==> config.mk <==
export PLATFORM = sky130hd
export DESIGN_NAME = a0_uart_tx
export DESIGN_NICKNAME = d
export VERILOG_FILES = /design/src/rtl/a0_uart_tx.sv
export SDC_FILE = /design/constraint.sdc
export NUM_CORES = 1
export LEC_CHECK = 0
export CORE_MARGIN = 2
export CORE_UTILIZATION = 35
export CTS_CLUSTER_SIZE = 30
export DETAILED_ROUTE_END_ITERATION = 10
export PLACE_DENSITY = 0.57
export SLEW_MARGIN = 15
export SYNTH_ARGS = -nofsm -noshare
export SYNTH_HDL_FRONTEND = slang
export SYNTH_SLANG_ARGS = --single-unit
==> constraint.sdc <==
create_clock -name clk -period 6.3 [get_ports clk]
set_clock_uncertainty 0.15 [all_clocks]
set_input_delay 1.26 -clock clk [delete_from_list [all_inputs] [get_ports clk]]
set_output_delay 1.26 -clock clk [all_outputs]
set_load 0.02 [all_outputs]
==> src/rtl/a0_uart_tx.sv <==
// Observer for the core's a0 register: every accepted change of a0 is queued in a small
// FIFO and sent least-significant byte first over a UART 8N1 line. The core is never stalled.
module a0_uart_tx #(
  parameter int DATA_WIDTH   = 32,
  parameter int CLKS_PER_BIT = 868,
  parameter int FIFO_DEPTH   = 8
) (
  input  logic                               clk,
  input  logic                               rst,
  input  logic [DATA_WIDTH-1:0]              a0,
  input  logic                               en,
  input  logic                               clr_overflow,
  output logic                               tx,
  output logic                               busy,
  output logic                               overflow,
  output logic [$clog2(FIFO_DEPTH+1)-1:0]    fifo_count,
  output logic [1:0]                         dbg_state
);
  localparam int NBYTES = DATA_WIDTH / 8;
  localparam int CW     = $clog2(FIFO_DEPTH + 1);
  localparam int PW     = $clog2(FIFO_DEPTH);
  localparam int BW     = $clog2(CLKS_PER_BIT);
  localparam int YW     = (NBYTES > 1) ? $clog2(NBYTES) : 1;

  localparam logic [CW-1:0] DEPTH_C   = CW'(FIFO_DEPTH);
  localparam logic [BW-1:0] BAUD_LAST = BW'(CLKS_PER_BIT - 1);
  localparam logic [YW-1:0] BYTE_LAST = YW'(NBYTES - 1);

  localparam logic [1:0] S_IDLE  = 2'd0;
  localparam logic [1:0] S_START = 2'd1;
  localparam logic [1:0] S_DATA  = 2'd2;
  localparam logic [1:0] S_STOP  = 2'd3;

  logic [DATA_WIDTH-1:0] a0_q, a0_d;
  logic [DATA_WIDTH-1:0] mem_q [FIFO_DEPTH];
  logic [PW-1:0]         wr_ptr_q, wr_ptr_d, rd_ptr_q, rd_ptr_d;
  logic [CW-1:0]         count_q, count_d;
  logic                  overflow_q, overflow_d;
  logic [1:0]            state_q, state_d;
  logic [BW-1:0]         baud_q, baud_d;
  logic [2:0]            bit_idx_q, bit_idx_d;
  logic [YW-1:0]         byte_idx_q, byte_idx_d;
  logic [DATA_WIDTH-1:0] shift_q, shift_d;

  logic change, push, pop, push_ok, bit_end;

  // FIFO handshake: push is a one-cycle strobe with no backpressure (the core is never
  // stalled); it is accepted when there is room or a pop frees a slot in the same cycle,
  // otherwise the word is dropped and overflow is flagged. pop is the serialiser taking
  // the head word whenever it is IDLE and the FIFO is non-empty.
  always_comb begin
    a0_d    = a0;
    change  = (a0 != a0_q);
    push    = change && en;
    pop     = (state_q == S_IDLE) && (count_q != '0);
    push_ok = push && ((count_q < DEPTH_C) || pop);

    wr_ptr_d = push_ok ? wr_ptr_q + PW'(1) : wr_ptr_q;
    rd_ptr_d = pop ? rd_ptr_q + PW'(1) : rd_ptr_q;

    count_d = count_q;
    if (push_ok && !pop)      count_d = count_q + CW'(1);
    else if (!push_ok && pop) count_d = count_q - CW'(1);

    overflow_d = overflow_q;
    if (clr_overflow)     overflow_d = 1'b0;
    if (push && !push_ok) overflow_d = 1'b1;
  end

  always_comb begin
    state_d    = state_q;
    baud_d     = baud_q;
    bit_idx_d  = bit_idx_q;
    byte_idx_d = byte_idx_q;
    shift_d    = shift_q;
    bit_end    = (baud_q == BAUD_LAST);
    case (state_q)
      S_IDLE: begin
        if (pop) begin
          shift_d    = mem_q[rd_ptr_q];
          byte_idx_d = '0;
          baud_d     = '0;
          state_d    = S_START;
        end
      end
      S_START: begin
        if (bit_end) begin
          baud_d    = '0;
          bit_idx_d = 3'd0;
          state_d   = S_DATA;
        end else begin
          baud_d = baud_q + BW'(1);
        end
      end
      S_DATA: begin
        if (bit_end) begin
          baud_d  = '0;
          // Shifting after every data bit leaves the next byte in the low bits.
          shift_d = shift_q >> 1;
          if (bit_idx_q == 3'd7) state_d = S_STOP;
          else                   bit_idx_d = bit_idx_q + 3'd1;
        end else begin
          baud_d = baud_q + BW'(1);
        end
      end
      default: begin
        if (bit_end) begin
          baud_d = '0;
          if (byte_idx_q != BYTE_LAST) begin
            byte_idx_d = byte_idx_q + YW'(1);
            state_d    = S_START;
          end else begin
            state_d = S_IDLE;
          end
        end else begin
          baud_d = baud_q + BW'(1);
        end
      end
    endcase
  end

  always_comb begin
    tx = 1'b1;
    case (state_q)
      S_START: tx = 1'b0;
      S_DATA:  tx = shift_q[0];
      default: tx = 1'b1;
    endcase
  end

  always_ff @(posedge clk) begin
    if (push_ok) mem_q[wr_ptr_q] <= a0;
  end

  always_ff @(posedge clk or negedge rst) begin
    if (!rst) begin
      a0_q       <= '0;
      wr_ptr_q   <= '0;
      rd_ptr_q   <= '0;
      count_q    <= '0;
      overflow_q <= 1'b0;
      state_q    <= S_IDLE;
      baud_q     <= '0;
      bit_idx_q  <= '0;
      byte_idx_q <= '0;
      shift_q    <= '0;
    end else begin
      a0_q       <= a0_d;
      wr_ptr_q   <= wr_ptr_d;
      rd_ptr_q   <= rd_ptr_d;
      count_q    <= count_d;
      overflow_q <= overflow_d;
      state_q    <= state_d;
      baud_q     <= baud_d;
      bit_idx_q  <= bit_idx_d;
      byte_idx_q <= byte_idx_d;
      shift_q    <= shift_d;
    end
  end

  assign busy       = (state_q != S_IDLE);
  assign overflow   = overflow_q;
  assign fifo_count = count_q;
  assign dbg_state  = state_q;

endmodule

==> impl_metrics.tcl <==
set metrics [dict create \
    worst-endpoint-required_ns 6.55 \
    die_area_um2 41460 \
    tightest_slew_ns 1.118 \
    drc 0 \
    fin_tns_setup_ns 0 \
    start_util 0.3526 \
    postCtsSetupRepairBufs 0 \
    synth_fa_ha_area_frac 0.01310 \
    place_area_um2 15030 \
    vias 6717 \
    synth_flop_cell "edfxtp_1" \
    yosysSeqAreaShare 0.7164 \
    fmax_ghz 0.2259 \
    first_pass_iters 4 \
    drtAntennaViolNets 0 \
    max_slew_margin 0.2544 \
    post_synth.cell_area_avg_um2 18.57 \
    hpwl_um 16010 \
    path_max_fanout 11 \
    cts_sinks 348 \
    hold_viol_final 0 \
    ctsResizeCount 0 \
    area_growth_pct 16.68 \
    p_leak_nw 5.500 \
    htreeDepth 2 \
    synthMuxAreaShare 0.1576 \
    startpoint_type "input pin" \
    fin_area_um2 16270 \
    clk_latency_ns 0.53 \
    grt_pass1_vias 7101 \
    synth_seq_cells 348 \
    ir_worst_vdd_uv 186.6 \
    syn_area_um2 13940 \
    overflow 0 \
    synth-simple-area-share 0.03490 \
    ys_types 44 \
    endpoint_kind "register" \
    viasPerCell 4.899 \
    synth_largest_area_cell "edfxtp_1" \
    crit_chain "clkdlybuf4s50_1 > xnor2_1 > nand4_1 > nor4_1 > a21oi_1 > ha_1 > inv_1 > ha_1 > a21o_1 > a21oi_1 > xnor2_1 > nor2_1 > xor2_1" \
    ioPinCount 45 \
    synth_top_cells_by_area "edfxtp_1, dfrtp_1, mux4_2" \
    drv_slew 0 \
    rsz0062_at_grt "no" \
    maxCapViolations 0 \
    synth.top_cell.area_share 0.5513 \
    synth_xor_area_frac 0.02638 \
    antenna_found_initial 0 \
    fin_nets 867 \
    die_y_um 203.6 \
    fin_crit_sh 0.7027 \
    status "finished clean" \
    placement.io_buffers 44 \
    grt_pass1_wl_um 43840 \
    clk_pin_slew_worst_paths_ns 0.06 \
    layout-drive-gt1-share 0.2494 \
    cts_tree "done" \
    nFillCells 3546 \
    hp-class "register to register" \
    num_rows 73 \
    track_usage 0.1399 \
    yosysWarnings 0 \
    period_needed_ns 4.427 \
    arrival_ns 4.68 \
    synth_edf_count 256 \
    core_area_um2 39550 \
    finalWirelength_um 27870 \
    synth_compound_area_frac 0.03553 \
    wl_per_cell_um 20.33 \
    routabilityCongestion 0.7219 \
    first_iter_violations 426 \
    numCtsBuffers 37 \
    cts_max_path_buffers 3 \
    antenna_cells 0 \
    syn-instance-count 751 \
    power_density_nw_per_um2 294.9 \
    cpMaxStageDelayCell "clkdlybuf4s50_1" \
    clockRootBuffer "clkbuf_16" \
    syn_nets 801 \
    synth_top_family_by_area "multiplexers" \
    setup_viol 0 \
    slowest_delay_ns 0.58 \
    grt_max_degree 65 \
    hold_buffers 0 \
    synthArstFlopShare 0.2644 \
    worstSetupPathType "input pin to register" \
    die_w_um 203.6 \
]
==> stage by stage <==
stage	util	hold slack [ns]	total power (W)	setup slack [ns]	instances
global route	0.4114	0.3502	0.004960	1.480	1371
finish	0.4114	0.3244	0.004798	1.873	1371
global placement	0.3801	0.3095	0.002627	1.385	1303
floorplan	-	0.2972	0.002553	0.5022	751
detailed placement	0.3801	0.3156	0.002629	1.342	1303
CTS	0.4114	0.3282	0.004858	1.890	1371
==> cell families (layout without fill, tap and decap cells) <==
group | count (synthesis) | after routing
flip-flops | 348 | 348
XOR/XNOR | 42 | 42
adder cells (fa/ha/maj) | 14 | 14
multiplexers | 135 | 135
AO/OA/AOI/OAI | 70 | 70
buffers and inverters | 43 | 138
AND/OR/NAND/NOR | 99 | 99
==> sequential cells by signal, indices dropped and copies added (netlist names) <==
register,cells
bit_idx_q,3
shift_q,32
baud_q,10
rd_ptr_q,3
byte_idx_q,2
fifo_count,4
wr_ptr_q,3
mem_q,256
a0_q,32
dbg_state,2
overflow,1
==> cells in the mapped netlist, types with 7 or more instances <==
library cell  number
nor2_1             9
clkbuf_1          20
xnor2_1           39
mux4_2            64
buf_2              8
o21ai_2           24
dfrtp_1           92
o21ai_1            7
buf_6              7
ha_1              13
o21ai_0           19
edfxtp_1         256
mux2_2            37
inv_1              7
mux2i_1           34
nand4_1            8
nand2_1           53
==> where the power goes <==
part           leakage, nW  internal (W)  switching, W  total (W)
clock network        0.601       0.00134      0.000880    0.00222
logic                 1.51     0.0000375     0.0000580  0.0000955
registers             3.39       0.00248    0.00000669    0.00248
==> layer usage <==
metal  vias up  track usage  part of all wire
li1       3089            -                 -
met1      3476       0.2050              0.48
met2       123       0.2167              0.46
met3        29      0.02685             0.045
met4         0      0.03154             0.013
met5         -            0                 0
==> final timing paths <==
| path | startpoint | end | slack (ns) | cells past startpoint |
|---|---|---|---|---|
| max reg2reg | dbg_state[0]$_DFFE_PN0P_ | mem_q[5][28]$_DFFE_PP_ | 2.60 | 8 |
| max | a0[24] | fifo_count[3]$_DFFE_PN0P_ | 1.87 | 13 |
| max in group asynchronous | rst | a0_q[7]$_DFF_PN0_ | 4.32 | 2 |
| min in group asynchronous | rst | dbg_state[1]$_DFFE_PN0P_ | 0.69 | 1 |
| min | shift_q[24]$_DFFE_PN0P_ | shift_q[24]$_DFFE_PN0P_ | 0.32 | 2 |
| min reg2reg | shift_q[24]$_DFFE_PN0P_ | shift_q[24]$_DFFE_PN0P_ | 0.32 | 2 |
==> critical path: cells and delay by family <==
family          cells  cell delay (ns)
simple gates        3             0.77
compound gates      3             0.71
buf+inv             2             0.70
xor+xnor            3             0.67
fa+ha+maj           2             0.56
==> layout by cell type, fill, tap and decap left out, types with 5 or more instances in the layout <==
master           synthesis  routed
nand4_1                  8       8
edfxtp_1               256     256
buf_4                    0      20
nor2_1                   9       9
inv_1                    7       7
o21ai_2                 24      24
mux4_2                  64      64
mux2i_1                 34      34
bufinv_16                0       5
nand2_1                 53      53
o21ai_1                  7       7
ha_1                    13      12
xnor2_1                 39      39
clkbuf_16                0      38
o21ai_0                 19      19
mux2_2                  37      37
dfrtp_1                 92      89
clkbuf_1                20      14
clkdlybuf4s50_1          0      43
a22o_1                   5       5
==> final cells by class <==
cell class              instances  area [µm²]  share of cell area
clock inverters                15       221.5             0.01361
multi-input cells             360        3772              0.2319
well taps                     525       656.9             0.04037
clock buffers                  53        1017             0.06252
inverters                       7       26.28            0.001615
repair buffers                 63       580.6             0.03568
flip-flops and latches        348        9996              0.6143
(Power assumes the default switching activity.)
